### config.mk
export PLATFORM = sky130hd
export DESIGN_NAME = sum_accumulator_flat
export DESIGN_NICKNAME = d
export VERILOG_FILES = /design/src/rtl/sum_accumulator_if.sv /design/src/rtl/sum_accumulator.sv /design/src/flat_wrapper.sv
export SDC_FILE = /design/constraint.sdc
export NUM_CORES = 1
export LEC_CHECK = 0
export ABC_AREA = 1
export CAP_MARGIN = 20
export CORE_AREA = 2 2 56 80
export CTS_BUF_LIST = sky130_fd_sc_hd__clkbuf_8 sky130_fd_sc_hd__clkbuf_16
export DETAILED_ROUTE_END_ITERATION = 10
export DIE_AREA = 0 0 58 82
export PLACE_DENSITY = 0.86
export SYNTH_ARGS = -nofsm -noshare
export SYNTH_HDL_FRONTEND = slang
export SYNTH_SLANG_ARGS = --single-unit
### constraint.sdc
create_clock -name clk -period 2.4 [get_ports clk]
set_clock_uncertainty 0.15 [all_clocks]
set_input_delay 0.72 -clock clk [delete_from_list [all_inputs] [get_ports clk]]
set_output_delay 0.72 -clock clk [all_outputs]
set_load 0.01 [all_outputs]
### src/rtl/sum_accumulator_if.sv
// Handshake bundle for sum_accumulator: beat input, block-total output
// and the synchronous clear control.
interface sum_accumulator_if #(
  parameter int DATA_W = 8,
  parameter int ACC_W  = 16
);
  logic              clear;
  logic              in_valid;
  logic              in_ready;
  logic [DATA_W-1:0] in_data;
  logic              out_valid;
  logic              out_ready;
  logic [ACC_W-1:0]  out_data;
  logic              overflow;

  modport master (
    output clear, in_valid, in_data, out_ready,
    input  in_ready, out_valid, out_data, overflow
  );

  modport slave (
    input  clear, in_valid, in_data, out_ready,
    output in_ready, out_valid, out_data, overflow
  );
endinterface

### src/rtl/sum_accumulator.sv
// Sums N_SAMPLES adder beats into a block total with a sticky carry flag,
// then holds the total on a valid/ready port until taken.
module sum_accumulator #(
  parameter int DATA_W    = 8,
  parameter int ACC_W     = 16,
  parameter int N_SAMPLES = 4
) (
  input logic            clk,
  input logic            rst,
  sum_accumulator_if.slave bus
);
  localparam int CNT_W =
    (N_SAMPLES > 1) ? $clog2(N_SAMPLES) : 1;
  localparam logic [CNT_W-1:0] LAST =
    CNT_W'(N_SAMPLES - 1);

  typedef enum logic {
    ACCUM,
    DONE
  } state_t;

  state_t           state, state_n;
  logic [ACC_W-1:0] acc, acc_n;
  logic [CNT_W-1:0] cnt, cnt_n;
  logic             ovf, ovf_n;
  logic [ACC_W-1:0] res, res_n;
  logic             rovf, rovf_n;
  logic [ACC_W:0]   sum;
  logic             accept;
  logic             take;

  assign bus.in_ready  = (state == ACCUM);
  assign bus.out_valid = (state == DONE);
  assign bus.out_data  = res;
  assign bus.overflow  = rovf;

  assign accept = bus.in_valid & bus.in_ready;
  assign take   = bus.out_valid & bus.out_ready;
  assign sum    = {1'b0, acc}
                + (ACC_W+1)'(bus.in_data);

  always_ff @(posedge clk) begin
    if (rst) begin
      state <= ACCUM;
      acc   <= '0;
      cnt   <= '0;
      ovf   <= 1'b0;
      res   <= '0;
      rovf  <= 1'b0;
    end else begin
      state <= state_n;
      acc   <= acc_n;
      cnt   <= cnt_n;
      ovf   <= ovf_n;
      res   <= res_n;
      rovf  <= rovf_n;
    end
  end

  always_comb begin
    state_n = state;
    acc_n   = acc;
    cnt_n   = cnt;
    ovf_n   = ovf;
    res_n   = res;
    rovf_n  = rovf;
    if (bus.clear) begin
      // result register is left alone on abort
      state_n = ACCUM;
      acc_n   = '0;
      cnt_n   = '0;
      ovf_n   = 1'b0;
    end else begin
      unique case (state)
        ACCUM: begin
          if (accept && cnt == LAST) begin
            res_n   = sum[ACC_W-1:0];
            rovf_n  = ovf | sum[ACC_W];
            acc_n   = '0;
            cnt_n   = '0;
            ovf_n   = 1'b0;
            state_n = DONE;
          end else if (accept) begin
            acc_n = sum[ACC_W-1:0];
            cnt_n = cnt + CNT_W'(1);
            ovf_n = ovf | sum[ACC_W];
          end
        end
        DONE: begin
          if (take) state_n = ACCUM;
        end
        default: state_n = ACCUM;
      endcase
    end
  end
endmodule

### src/flat_wrapper.sv
// flat-port wrapper written by rule: the top's interface ports become plain ports
module sum_accumulator_flat 
#(
  parameter int DATA_W    = 8,
  parameter int ACC_W     = 16,
  parameter int N_SAMPLES = 4
)
  (clk, rst, bus_clear, bus_in_valid, bus_in_data, bus_out_ready, bus_in_ready, bus_out_valid, bus_out_data, bus_overflow);
  sum_accumulator_if #(.DATA_W(DATA_W), .ACC_W(ACC_W)) bus_i ();
  input logic clk;
  input logic rst;
  input wire logic [$bits(bus_i.clear)-1:0] bus_clear;
  input wire logic [$bits(bus_i.in_valid)-1:0] bus_in_valid;
  input wire logic [$bits(bus_i.in_data)-1:0] bus_in_data;
  input wire logic [$bits(bus_i.out_ready)-1:0] bus_out_ready;
  output wire logic [$bits(bus_i.in_ready)-1:0] bus_in_ready;
  output wire logic [$bits(bus_i.out_valid)-1:0] bus_out_valid;
  output wire logic [$bits(bus_i.out_data)-1:0] bus_out_data;
  output wire logic [$bits(bus_i.overflow)-1:0] bus_overflow;
  assign bus_i.clear = bus_clear;
  assign bus_i.in_valid = bus_in_valid;
  assign bus_i.in_data = bus_in_data;
  assign bus_i.out_ready = bus_out_ready;
  assign bus_in_ready = bus_i.in_ready;
  assign bus_out_valid = bus_i.out_valid;
  assign bus_out_data = bus_i.out_data;
  assign bus_overflow = bus_i.overflow;
  sum_accumulator #(.DATA_W(DATA_W), .ACC_W(ACC_W), .N_SAMPLES(N_SAMPLES)) u_core (.clk(clk), .rst(rst), .bus(bus_i));
endmodule
==> results of run 1 <==
## synthesized netlist by cell type
| cell | n | area, um^2 |
|---|---|---|
| nand2_1 | 99 | 372 |
| nor2_1 | 46 | 173 |
| inv_1 | 38 | 143 |
| dfxtp_1 | 37 | 741 |
| a21oi_1 | 18 | 90.1 |
| nand3_1 | 17 | 85.1 |
| ha_1 | 9 | 113 |
| o21ai_0 | 9 | 45.0 |
| xor2_1 | 7 | 61.3 |
| inv_2 | 5 | 18.8 |
| nand2_2 | 5 | 31.3 |
| buf_6 | 3 | 33.8 |
| nand3b_1 | 3 | 22.5 |
| a21oi_2 | 2 | 17.5 |
| nand3_2 | 2 | 20.0 |
| nor3_1 | 2 | 10.0 |
| o21ai_1 | 2 | 10.0 |
| or2_1 | 2 | 12.5 |
| a21o_1 | 1 | 7.51 |
| and2_1 | 1 | 6.26 |
| buf_1 | 1 | 3.75 |
| buf_2 | 1 | 5.00 |
| buf_4 | 1 | 7.51 |
| clkbuf_1 | 1 | 3.75 |
| clkinv_1 | 1 | 3.75 |
| fa_1 | 1 | 20.0 |
| nand4_1 | 1 | 6.26 |
| nor2_4 | 1 | 11.3 |
| nor2_8 | 1 | 20.0 |
| nor3_2 | 1 | 10.0 |
| o21bai_1 | 1 | 7.51 |
| or2_2 | 1 | 6.26 |
## layer usage
metal / global-route usage, % / wire length [um] / part of all wire [%] / up-vias
met4: 12.8 / 197 / 3.7 / 0
met5: 0 / 0 / 0 / -
li1: - / - / - / 1064
met2: 42.4 / 2720 / 51 / 61
met1: 24.4 / 2200 / 41 / 964
met3: 4.41 / 225 / 4.2 / 21
## cells in the final DEF, fill, tap and decap left out
cell type        Yosys  layout
ha_2                 0       1
clkinv_1             1       1
xor2_1               7       7
inv_1               38      41
nand3_1             17      15
nand3_4              0       1
or2_2                1       1
fa_2                 0       1
clkdlybuf4s50_1      0      30
dlymetal6s2s_1       0       1
o21ai_1              2       3
a21o_1               1       1
nor3_2               1       1
inv_2                5       5
ha_4                 0       5
nand2_4              0       1
clkbuf_8             0       5
ha_1                 9       3
o21ai_0              9       8
nand2_1             99      91
nand4_1              1       1
nor3_1               2       2
o21bai_1             1       1
nor2_4               1       1
and2_4               0       1
buf_4                1      11
nand3b_1             3       3
a21oi_1             18      16
nor2_8               1       1
nand3_2              2       3
nor2_2               0       2
a21oi_2              2       4
nand2_2              5      12
nor2_1              46      44
or2_1                2       2
dfxtp_1             37      37
## area by class of cell
type,instances,area [um^2]
well taps,45,56.3
inverters,44,165
clock inverters,3,11.3
fillers,340,1340
flip-flops and latches,37,741
clock buffers,5,68.8
multi-input cells,232,1280
repair buffers,42,395
## sequential cells by signal, indices dropped and copies added (netlist names)
name                  flops
u_core.acc               16
u_core.bus.out_valid      1
u_core.bus.overflow       1
u_core.bus.out_data      16
u_core.cnt                2
u_core.ovf                1
## worst min-delay path by stage
stage                        from             to  slack (ns)  depth (start not counted)
global placement    u_core.acc[4]  u_core.acc[4]        0.31                          2
global route        u_core.acc[3]  u_core.acc[3]        0.36                          2
floorplan           u_core.acc[2]  u_core.acc[2]        0.30                          2
detailed placement  u_core.acc[6]  u_core.acc[6]        0.32                          2
finish              u_core.acc[0]  u_core.acc[0]        0.33                          2
CTS                 u_core.acc[6]  u_core.acc[6]        0.33                          2
## power by group through the flow
stage	registers (mW)	logic [mW]	clock network, mW
floorplan	0.641	0.0884	0
global placement	0.641	0.145	0
detailed placement	0.642	0.146	0
CTS	0.627	0.151	0.419
global route	0.630	0.184	0.447
finish	0.629	0.167	0.416
## kinds of logic after synthesis
logic type                 count (synthesis)
and+or+nand+nor                          182
buffers and inverters                     51
DFF                                       37
AOI/OAI and AO/OA                         33
adders and majority gates                 10
xor gates and xnor gates                   7
## stage by stage
step / util [%] / power (mW) / cells
2_1_floorplan: - / 0.729 / 320
3_3_place_gp: 61.8 / 0.786 / 400
3_5_place_dp: 61.8 / 0.788 / 400
4_1_cts: 64.3 / 1.20 / 408
5_1_grt: 66.9 / 1.26 / 408
6_report: 66.9 / 1.21 / 408
## worst max-delay path: stages
cell and delay (ns):
clkdlybuf4s50_1 0.53, ha_4 0.24, nand2_1 0.10, nand2_1 0.12
a21oi_1 0.18, nand2_2 0.11, nand2_1 0.10, nand3_1 0.10
nand2_1 0.08, nand2_1 0.04, nand2_1 0.06, inv_1 0.04
## timing repair
item	CTS	global route
endpoints found under the hold margin	0	0
gates cloned	0	0
endpoints found under the setup margin	14	23
gates resized for setup	7	19
pin swaps	0	9
==> results.sh, run 1 <==
export IMPL_wl_um=5340
export IMPL_holdWs_ns=0.329
export IMPL_pre_cts_ws_ns=-0.418
export IMPL_relSlewSlack_pct=80.3
export IMPL_fin_crit_ns=2.37
export IMPL_antenna_found_initial=0
export IMPL_wl_per_cell_um=13.1
export IMPL_final_nets=385
export IMPL_p_per_area_mw_per_mm2=445
export IMPL_cts_sinks=37
export IMPL_r2r_slack_ns=0.43
export IMPL_crit_path_start_kind="input pin"
export IMPL_rows=28
export IMPL_power_frac_seq_pct=51.9
export IMPL_first_pass_iters=4
export IMPL_synthAdderAreaFrac_pct=6.26
export IMPL_synthToLayoutAreaGrowth_pct=28.5
export IMPL_postCtsSetupRepairBufs=0
export IMPL_synth_cells=320
export IMPL_hold_path_class="flop to flop"
export IMPL_grt_overflow=0
export IMPL_grt_use_total_pct=23.1
export IMPL_io_pins=32
export IMPL_critPathMaxFanout=4
export IMPL_max_freq_mhz=421
export IMPL_vias_per_cell=5.17
export IMPL_setup_ws_ns=0.0271
export IMPL_die_h_um=82
export IMPL_synth_xor_area_share_pct=2.90
export IMPL_pwr_share_clk_pct=34.3
export IMPL_yosysUniqueCellTypes=32
export IMPL_slew_violations=0
export IMPL_hold_buffers=0
export IMPL_cts_buffer_depth=2
export IMPL_leakage_nw=1.29
export IMPL_ant_nets=0
export IMPL_fin_area_mm2=0.00272
export IMPL_place_hpwl_um=3540
export IMPL_clock_latency_ns=0.30
export IMPL_worstSetupPathType="input pin to flop"
export IMPL_setup_tns_ns=0
export IMPL_chipWidth_um=58
export IMPL_grt_pass1_vias=2026
export IMPL_p_switching_uw=322
export IMPL_drt_initial_drc_count=71
export IMPL_fin_crit_sh_pct=98.9
export IMPL_grt_max_degree=20
export IMPL_cp_data_arrival_time_ns=2.42
export IMPL_comb_power_share_pct=13.8
export IMPL_setup_violations=0
export IMPL_max_cap_violations=0
export IMPL_ys_ff_latch=37
export IMPL_initial_core_util_pct=52.1
export IMPL_startpoint="bus_in_data[6]"
export IMPL_synth_simple_area_share_pct=37.1
export IMPL_fp_dieArea_mm2=0.00476
export IMPL_crit_end="u_core.bus.out_data[15]"
export IMPL_rr_worst_depth=11
export IMPL_syn_area_per_cell_um2=6.62
export IMPL_p_int_uw=890
export IMPL_status="finished, final reports clean"
export IMPL_io_buffers=31
export IMPL_hold_viol=0
export IMPL_syn_nets=343
export IMPL_ys_warn_count=0
export IMPL_yosysSeqAreaShare_pct=35.0
export IMPL_routed_via_count=2110
export IMPL_placed_area_mm2=0.00251
export IMPL_cts_root_buf="clkbuf_8"
export IMPL_remaining_drc_errors=0
export IMPL_r2r_end="u_core.acc[14]"
export IMPL_tightest_slew_ns=0.295
export IMPL_cts_tree="built"
export IMPL_vdd_drop_max_uv=451
export IMPL_crit_path_end_kind="flop"
export IMPL_switching_share_pct=26.5
export IMPL_synth_compound_area_share_pct=8.39
export IMPL_required_ns=2.44
export IMPL_clk_pin_slew_worst_paths_ns=0.07
export IMPL_insertedDiodeCount=0
export IMPL_numCtsBuffers=5
export IMPL_drive_above_1_share_pct=15.4
export IMPL_gp_congestion=0.832
export IMPL_synth_top_family_by_area="simple AND/OR/NAND/NOR gates"
export IMPL_grt_pass1_wl_um=8520
export IMPL_core_mm2=0.00406
export IMPL_crit_reg2reg_launch="u_core.acc[0]"
export IMPL_synth_mux_area_share_pct=0
export IMPL_netlist_area_mm2=0.00212
export IMPL_cts_htree_levels=2
Power figures use the tool's default switching activity.
==> run 2: changes to the inputs <==
--- a/config.mk
+++ b/config.mk
@@ -6,12 +6,14 @@
 export NUM_CORES = 1
 export LEC_CHECK = 0
 export ABC_AREA = 1
+export ABC_CLOCK_PERIOD_IN_PS = 2400
 export CAP_MARGIN = 20
 export CORE_AREA = 2 2 56 80
 export CTS_BUF_LIST = sky130_fd_sc_hd__clkbuf_8 sky130_fd_sc_hd__clkbuf_16
 export DETAILED_ROUTE_END_ITERATION = 10
 export DIE_AREA = 0 0 58 82
 export PLACE_DENSITY = 0.86
+export SKIP_LAST_GASP = 1
 export SYNTH_ARGS = -nofsm -noshare
 export SYNTH_HDL_FRONTEND = slang
 export SYNTH_SLANG_ARGS = --single-unit
==> results.sh, run 2 (synthesis results as in run 1) <==
export IMPL_rsz0062_at_grt="yes"
export IMPL_multi_input_area_mm2=0.00127
export IMPL_drive_above_1_share_pct=15.2
export IMPL_grt_overflow=0
export IMPL_ant_nets=0
export IMPL_vias_per_cell=5.15
export IMPL_synthToLayoutAreaGrowth_pct=27.9
export IMPL_io_pins=32
export IMPL_path_common_cell="nand2_1"
export IMPL_cts_htree_levels=2
export IMPL_cts_buffer_depth=2
export IMPL_grt_max_degree=20
export IMPL_vdd_drop_max_uv=451
export IMPL_io_buffers=31
export IMPL_postCtsSetupRepairBufs=0
export IMPL_die_h_um=82
export IMPL_cts_root_buf="clkbuf_8"
export IMPL_tightest_slew_ns=0.297
export IMPL_clock_latency_ns=0.29
export IMPL_drt_initial_drc_count=80
export IMPL_status="finished, final reports clean"
export IMPL_seqCellArea_um2=741
export IMPL_final_common_cell="nand2_1"
export IMPL_p_per_area_mw_per_mm2=446
export IMPL_clk_pin_slew_worst_paths_ns=0.07
export IMPL_core_mm2=0.00406
export IMPL_holdWs_ns=0.329
export IMPL_relSlewSlack_pct=80.2
export IMPL_grt_pass1_vias=2026
export IMPL_use_met1_pct=24.4
export IMPL_fin_crit_ns=2.36
export IMPL_setup_violations=0
export IMPL_setup_ws_ns=0.0385
export IMPL_cts_sinks=37
export IMPL_initial_core_util_pct=52.1
export IMPL_cpPeakStageDelay_ns=0.53
export IMPL_wl_per_cell_um=13.1
export IMPL_grt_pass1_wl_um=8520
export IMPL_final_cell_mix="nand2_1 (91), nor2_1 (44), inv_1 (41)"
export IMPL_worstSetupPathType="input pin to flop"
export IMPL_max_cap_violations=0
export IMPL_slew_violations=0
export IMPL_grt_met2_usage_pct=42.4
export IMPL_wl_um=5340
export IMPL_slowest_stage="clkdlybuf4s50_1"
export IMPL_fill_cells=343
export IMPL_fin_crit_sh_pct=98.4
export IMPL_first_pass_iters=4
export IMPL_hold_viol=0
export IMPL_final_nets=385
export IMPL_cp_cell_sequence="clkdlybuf4s50_1, ha_4, nand2_1, nand2_1, a21oi_1, nand2_2, nand2_1, nand3_1, nand2_1, nand2_1, nand2_1, inv_1"
export IMPL_numCtsBuffers=5
export IMPL_leakage_nw=1.29
export IMPL_crit_path_end_kind="flop"
export IMPL_fp_dieArea_mm2=0.00476
export IMPL_rows=28
export IMPL_insertedDiodeCount=0
export IMPL_gp_congestion=0.832
export IMPL_use_met3_pct=4.41
export IMPL_routed_via_count=2100
export IMPL_busiest_layer="met2"
export IMPL_required_ns=2.44
export IMPL_pre_cts_ws_ns=-0.418
export IMPL_crit_path_start_kind="input pin"
export IMPL_remaining_drc_errors=0
export IMPL_cp_data_arrival_time_ns=2.40
export IMPL_grt_use_total_pct=23.1
export IMPL_hold_path_class="flop to flop"
export IMPL_antenna_found_initial=0
export IMPL_chipWidth_um=58
export IMPL_cts_tree="built"
export IMPL_place_hpwl_um=3540
export IMPL_critPathMaxFanout=4
export IMPL_max_freq_mhz=423
[run 2: what timing repair did]
| action | 4_1_cts | 5_1_grt |
|---|---|---|
| resized for setup | 7 | 18 |
| endpoints found under the setup margin | 14 | 23 |
| hold buffers | 0 | 0 |
| pin swaps | 0 | 9 |
[run 2: path summary, 6_finish.rpt]
kind                   from                 endpoint  slack (ns)  cells past startpoint
max          bus_in_data[6]  u_core.bus.out_data[15]        0.04                     12
min           u_core.acc[0]            u_core.acc[0]        0.33                      2
max reg2reg   u_core.acc[0]           u_core.acc[14]        0.43                     11
min reg2reg   u_core.acc[0]            u_core.acc[0]        0.33                      2
[run 2: routing by layer]
layer	up-vias	wire, um
met2	55	2770
met4	0	193
met1	960	2180
met3	18	204
met5	-	0
li1	1067	-
[run 2: critical path: cells and delay by family]
kind | cells | cell delay, ns
buffers and inverters | 2 | 0.57
AND/OR/NAND/NOR | 8 | 0.71
adder cells (fa/ha/maj) | 1 | 0.24
AO/OA/AOI/OAI | 1 | 0.18
[run 2: stage by stage]
| stage | power [mW] | TNS, ns | utilization, % | instance area [um^2] | cells |
|---|---|---|---|---|---|
| final | 1.21 | 0 | 66.6 | 2710 | 408 |
| after global routing | 1.26 | -0.0415 | 66.6 | 2710 | 408 |
| after floorplan | 0.729 | 0 | - | 2120 | 320 |
| after global placement | 0.786 | -6.06 | 61.8 | 2510 | 400 |
| after detailed placement | 0.788 | -7.14 | 61.8 | 2510 | 400 |
| after CTS | 1.20 | 0 | 64.3 | 2610 | 408 |
[run 2: area by class of cell]
cell class	count	share of cell area, %
clock buffer	5	2.54
tap	45	2.08
clock inverter	3	0.416
inverter	44	6.10
sequential	37	27.4
multi-input combinational	232	46.9
timing repair buffer	42	14.6
[run 2: power breakdown]
group | internal (mW) | switching (mW)
Clock | 0.194 | 0.220
Combinational | 0.0728 | 0.0915
Sequential | 0.622 | 0.00694
